`src/rtl/piece_fall_ctrl.sv`:
```
// Falling-piece controller: gravity timer, button moves and spawn, with every
// candidate position confirmed through an external collision query handshake.
`timescale 1ns/1ps
module piece_fall_ctrl #(
  parameter int TICK_DIV = 25000000,
  parameter int BOARD_W  = 10,
  parameter int BOARD_H  = 20,
  parameter int SPAWN_X  = 4
) (
  input  logic       clk,
  input  logic       rst,
  input  logic       btn_left,
  input  logic       btn_right,
  input  logic       btn_down,
  output logic       coll_req,
  output logic [4:0] coll_x,
  output logic [4:0] coll_y,
  input  logic       coll_ack,
  input  logic       coll_hit,
  output logic [4:0] current_x,
  output logic [4:0] current_y,
  output logic       tick,
  output logic       lock_valid,
  output logic       game_over
);

  localparam int CNT_W = (TICK_DIV > 2) ? $clog2(TICK_DIV) : 1;
  localparam logic [CNT_W-1:0] CNT_MAX  = CNT_W'(TICK_DIV - 1);
  localparam logic [CNT_W-1:0] CNT_ZERO = CNT_W'(0);
  localparam logic [CNT_W-1:0] CNT_ONE  = CNT_W'(1);
  localparam logic [4:0] X_MAX   = 5'(BOARD_W - 1);
  localparam logic [4:0] Y_MAX   = 5'(BOARD_H - 1);
  localparam logic [4:0] SPAWN_V = 5'(SPAWN_X);

  localparam logic [2:0] ST_FALL  = 3'd0;
  localparam logic [2:0] ST_CHECK = 3'd1;
  localparam logic [2:0] ST_LOCK  = 3'd2;
  localparam logic [2:0] ST_SPAWN = 3'd3;
  localparam logic [2:0] ST_OVER  = 3'd4;

  logic [2:0]       state_r, state_s;
  logic [CNT_W-1:0] cnt_r, cnt_s;
  logic             tick_r, tick_s;
  logic             pend_r, pend_s;
  logic [4:0]       cur_x_r, cur_x_s, cur_y_r, cur_y_s;
  logic             req_r, req_s;
  logic [4:0]       qx_r, qx_s, qy_r, qy_s;
  logic             vert_r, vert_s;
  logic             lock_r, lock_s;
  logic             over_r, over_s;
  logic             grav_s, drop_s;

  // Next-state logic: timer, pending gravity, FALL arbitration and query resolution
  always_comb begin
    state_s = state_r;
    pend_s  = pend_r;
    cur_x_s = cur_x_r;
    cur_y_s = cur_y_r;
    req_s   = req_r;
    qx_s    = qx_r;
    qy_s    = qy_r;
    vert_s  = vert_r;
    lock_s  = 1'b0;
    over_s  = over_r;
    grav_s  = tick_r | pend_r;
    drop_s  = grav_s | btn_down;

    if (state_r == ST_OVER) begin
      cnt_s = cnt_r;
    end else if (cnt_r == CNT_MAX) begin
      cnt_s = CNT_ZERO;
    end else begin
      cnt_s = cnt_r + CNT_ONE;
    end

    // Ticks seen while busy collapse into a single pending step
    if ((state_r != ST_FALL) && tick_r) begin
      pend_s = 1'b1;
    end else begin
      pend_s = pend_r;
    end

    case (state_r)
      ST_FALL: begin
        if (drop_s) begin
          pend_s = 1'b0;
          if (cur_y_r == Y_MAX) begin
            state_s = ST_LOCK;
            lock_s  = 1'b1;
          end else begin
            state_s = ST_CHECK;
            req_s   = 1'b1;
            qx_s    = cur_x_r;
            qy_s    = cur_y_r + 5'd1;
            vert_s  = 1'b1;
          end
        end else if (btn_left) begin
          if (cur_x_r != 5'd0) begin
            state_s = ST_CHECK;
            req_s   = 1'b1;
            qx_s    = cur_x_r - 5'd1;
            qy_s    = cur_y_r;
            vert_s  = 1'b0;
          end else begin
            state_s = ST_FALL;
          end
        end else if (btn_right) begin
          if (cur_x_r != X_MAX) begin
            state_s = ST_CHECK;
            req_s   = 1'b1;
            qx_s    = cur_x_r + 5'd1;
            qy_s    = cur_y_r;
            vert_s  = 1'b0;
          end else begin
            state_s = ST_FALL;
          end
        end else begin
          state_s = ST_FALL;
        end
      end
      ST_CHECK: begin
        if (coll_ack) begin
          req_s = 1'b0;
          if (!coll_hit) begin
            cur_x_s = qx_r;
            cur_y_s = qy_r;
            state_s = ST_FALL;
          end else if (vert_r) begin
            state_s = ST_LOCK;
            lock_s  = 1'b1;
          end else begin
            state_s = ST_FALL;
          end
        end else begin
          state_s = ST_CHECK;
        end
      end
      ST_LOCK: begin
        state_s = ST_SPAWN;
        req_s   = 1'b1;
        qx_s    = SPAWN_V;
        qy_s    = 5'd0;
        vert_s  = 1'b0;
      end
      ST_SPAWN: begin
        if (coll_ack) begin
          req_s = 1'b0;
          if (coll_hit) begin
            state_s = ST_OVER;
            over_s  = 1'b1;
          end else begin
            cur_x_s = SPAWN_V;
            cur_y_s = 5'd0;
            state_s = ST_FALL;
          end
        end else begin
          state_s = ST_SPAWN;
        end
      end
      ST_OVER: begin
        state_s = ST_OVER;
        req_s   = 1'b0;
        over_s  = 1'b1;
      end
      default: begin
        state_s = ST_FALL;
        req_s   = 1'b0;
      end
    endcase

    // Tick is registered, so predict it from the counter and state being loaded
    tick_s = (state_s != ST_OVER) && (cnt_s == CNT_MAX);
  end

  // State and output registers
  always_ff @(posedge clk or negedge rst) begin
    if (!rst) begin
      state_r <= ST_FALL;
      cnt_r   <= CNT_ZERO;
      tick_r  <= 1'b0;
      pend_r  <= 1'b0;
      cur_x_r <= SPAWN_V;
      cur_y_r <= 5'd0;
      req_r   <= 1'b0;
      qx_r    <= 5'd0;
      qy_r    <= 5'd0;
      vert_r  <= 1'b0;
      lock_r  <= 1'b0;
      over_r  <= 1'b0;
    end else begin
      state_r <= state_s;
      cnt_r   <= cnt_s;
      tick_r  <= tick_s;
      pend_r  <= pend_s;
      cur_x_r <= cur_x_s;
      cur_y_r <= cur_y_s;
      req_r   <= req_s;
      qx_r    <= qx_s;
      qy_r    <= qy_s;
      vert_r  <= vert_s;
      lock_r  <= lock_s;
      over_r  <= over_s;
    end
  end

  assign coll_req   = req_r;
  assign coll_x     = qx_r;
  assign coll_y     = qy_r;
  assign current_x  = cur_x_r;
  assign current_y  = cur_y_r;
  assign tick       = tick_r;
  assign lock_valid = lock_r;
  assign game_over  = over_r;

endmodule

```
`config.mk`:
```
export PLATFORM = sky130hd
export DESIGN_NAME = piece_fall_ctrl
export DESIGN_NICKNAME = d
export VERILOG_FILES = /design/src/rtl/piece_fall_ctrl.sv
export SDC_FILE = /design/constraint.sdc
export NUM_CORES = 1
export LEC_CHECK = 0
export CORE_UTILIZATION = 55
export CTS_CLUSTER_DIAMETER = 150
export DETAILED_ROUTE_END_ITERATION = 6
export GPL_ROUTABILITY_DRIVEN = 0
export PLACE_DENSITY = 0.81
export RECOVER_POWER = 25
export SETUP_SLACK_MARGIN = 0.4
export SLEW_MARGIN = 20
export SYNTH_ARGS = -nofsm -noshare
export SYNTH_HDL_FRONTEND = slang
export SYNTH_SLANG_ARGS = --single-unit
```
`constraint.sdc`:
```
create_clock -name clk -period 5.7 [get_ports clk]
set_clock_uncertainty 0.1 [all_clocks]
set_input_delay 1.14 -clock clk [delete_from_list [all_inputs] [get_ports clk]]
set_output_delay 1.14 -clock clk [all_outputs]
set_load 0.01 [all_outputs]
```
==> metrics.txt <==
status=finished, violations left; failing checks=capacitance limit, slew limit; Mapped Cells=308; vias per cell=5.82; top-count cell post-synth=dfrtp_1; ys flop type=dfrtp_1; CTS Buf Count=5; cell taking the most area after synthesis=dfrtp_1; YS warnings=0; non-filler cells, final=404; Post-synth EDFFs=0; Root Buffer=clkbuf_8; Area Growth Syn to Fin=15.3%; worst-path fanout max=13; Post-synth top cells=53 x dfrtp_1, 34 x nand2_1, 30 x nor2_1, 24 x o21ai_0, 16 x xnor2_1; first-pass GRT wire length=approximately 11 mm; Worst-Skew Late Latency=around 0.30 ns; gr usage total=24.2%; Boundary Pins=31; Post-CTS Resized=0; final hold vios=0; Die Span Y=75.9 um; r2r endpoint=tick; postcts setup bufs=0; worst min path class=reg -> reg; Clock transition at path regs=0.10 ns; crit path launch type=input port; final hold slack=0.387 ns; Post-Route WL=6.36 mm; drt pass-1 iters=4; sequential share of the synthesized area=around 45%; distinct cell type count after synthesis=52; reg2reg start=state_r[1]; DP Area=3320 um^2; Max Freq=264 MHz; CP Data Required Time=5.79 ns; CTS tree=yes; Core Area=5170 um^2; Simple-Gate Fraction of Synth Area=approximately 28%; arrival time at the worst endpoint=slightly below 4 ns; ANT cells=0; HPWL Detailed=4.39 mm; Synth top area share=44.2%; min cycle time layout=3.79 ns; wire length per cell=15.7 um; layout cells sized above 1=7.19%; reg2reg path depth=6; # port buffers=30; die area=5760 um^2; H-tree lvl count=2; largest net degree at the start of global routing=55; vias after detailed routing=roughly 2,400; # hold bufs at CTS=0; Setup crit start=btn_left; max cap viols=1; crit path kind=in -> reg; Avg Cell Area, Syn=9.75 um^2; starting density of the core=between 50 and 60%; Slew Limit Fails=55; vias in the first global route=2,147; Post-route DRC=0; setup TNS=0 ns; Post-Syn Nets=321; final worst-path cycle share=roughly two thirds; Compound-Gate Fraction of Synth Area=9.67%; mux cell area share after synthesis=around 3.1%; cell area after layout=approximately 3500 um^2; Worst IR Drop VDD=271 uV; worst slew pin tran=2.84 ns; Synth Cell Area=about 3000 um^2; grt ovf=0; Final ANT Viol Nets=0; DR iter-0 viols=149; RSZ-0062 raised after global routing=no; largest cells by area after synthesis=dfrtp_1 44%, xnor2_1 4.7%, nand2_1 4.3%, xor2_1 4.1%, o21ai_0 4.0%; fin nets=346; clock sink total=54; crit end category=flop; maximum root-to-sink buffer count=2; crit path to=coll_x[2]; largest family of logic cells by synthesized area=simple AND/OR/NAND/NOR gates; XOR/XNOR Fraction of Synth Area=under 10%; hold path start=game_over; initial antenna violation count=0; Placed Cells=396; Reg2Reg Setup Slack=between 2 and 3 ns; Worst slew margin=-89.4%; synthesized flop and latch total=54; die width=roughly 76 um; final setup fails=0; # rows=26; Synth Area in Adders=2.75%; Async SR Flop Fraction=100%; leakage=1.46 nW; PwrDens=433 nW/um^2
layer usage:
metal / global-route usage (%) / part of all wire [%]
met5: 0 / 0
met4: 4.94 / 1.2
met3: 4.10 / 3.6
met2: 37.5 / 47
met1: 35.8 / 48
report_power, final:
group	total, mW	internal [mW]	switching [mW]
Clock	0.308	0.187	0.121
Sequential	0.652	0.490	0.162
Combinational	0.539	0.282	0.256
Total	1.50	0.960	0.540
stage by stage:
stage / util, % / power, mW / setup WS, ns
2_1_floorplan: - / 0.962 / 2.79
3_3_place_gp: 64.2 / 1.16 / 1.70
3_5_place_dp: 64.2 / 1.19 / 1.62
4_1_cts: 67.0 / 1.51 / 1.96
5_1_grt: 66.9 / 1.61 / 1.56
6_report: 66.9 / 1.50 / 1.91
cells by family (layout without fill, tap and decap cells):
kind of cell	after synthesis	in the layout
AND/OR/NAND/NOR	141	141
flip-flops	54	54
AO/OA/AOI/OAI	49	49
XOR/XNOR	30	30
buffers and inverters	19	45
multiplexers	9	9
adder cells (fa/ha/maj)	6	6
worst min-delay path by stage:
stage                     end  slack [ns]  cells past startpoint
finish              game_over        0.39                      1
detailed placement  game_over        0.38                      1
CTS                 game_over        0.40                      1
floorplan           cnt_r[23]        0.36                      1
global route        game_over        0.42                      1
global placement    game_over        0.35                      1
registers in the layout, indices dropped and copies added, names as in the netlist, 3 cells and up:
| register | cells |
|---|---|
| cnt_r | 25 |
| coll_x | 5 |
| coll_y | 5 |
| current_x | 5 |
| current_y | 5 |
| state_r | 3 |
worst max-delay path, cell delays in order:
cell and delay, ns:
clkdlybuf4s50_1 0.63, or3b_2 0.47, a2111oi_0 0.37, o21ai_0 0.18, nand2_1 0.51, mux2_2 0.40
o22a_1 0.17
layout by cell type, fill, tap and decap left out, types with 2 or more instances in the layout:
master,instances
dfrtp_1,53
nor2b_1,6
xor2_1,14
nand2b_1,10
mux2_2,2
nor3_1,6
inv_1,5
and3_1,5
xnor2_1,16
mux2i_1,7
nor2_1,30
bufinv_16,2
ha_1,5
nor4_2,2
o22a_1,2
or3_1,4
clkdlybuf4s50_1,29
a21oi_1,10
nand3_1,7
nand4_1,10
a21o_1,2
and4_1,4
clkbuf_8,6
nand3b_1,3
o21ai_0,24
o21a_1,2
nor4_1,5
nand2_1,34
nor4_4,2
or4b_1,2
nand4_4,2
final cells by class:
cell class,instances,area (um^2)
Clock buffer,6,82.6
Tap cell,70,87.6
Fill cell,406,1710
Sequential cell,54,1350
Clock inverter,2,60.1
Inverter,5,18.8
Multi-Input combinational cell,235,1550
Timing Repair Buffer,32,307
Note: power is estimated with default switching activity, not from simulation.
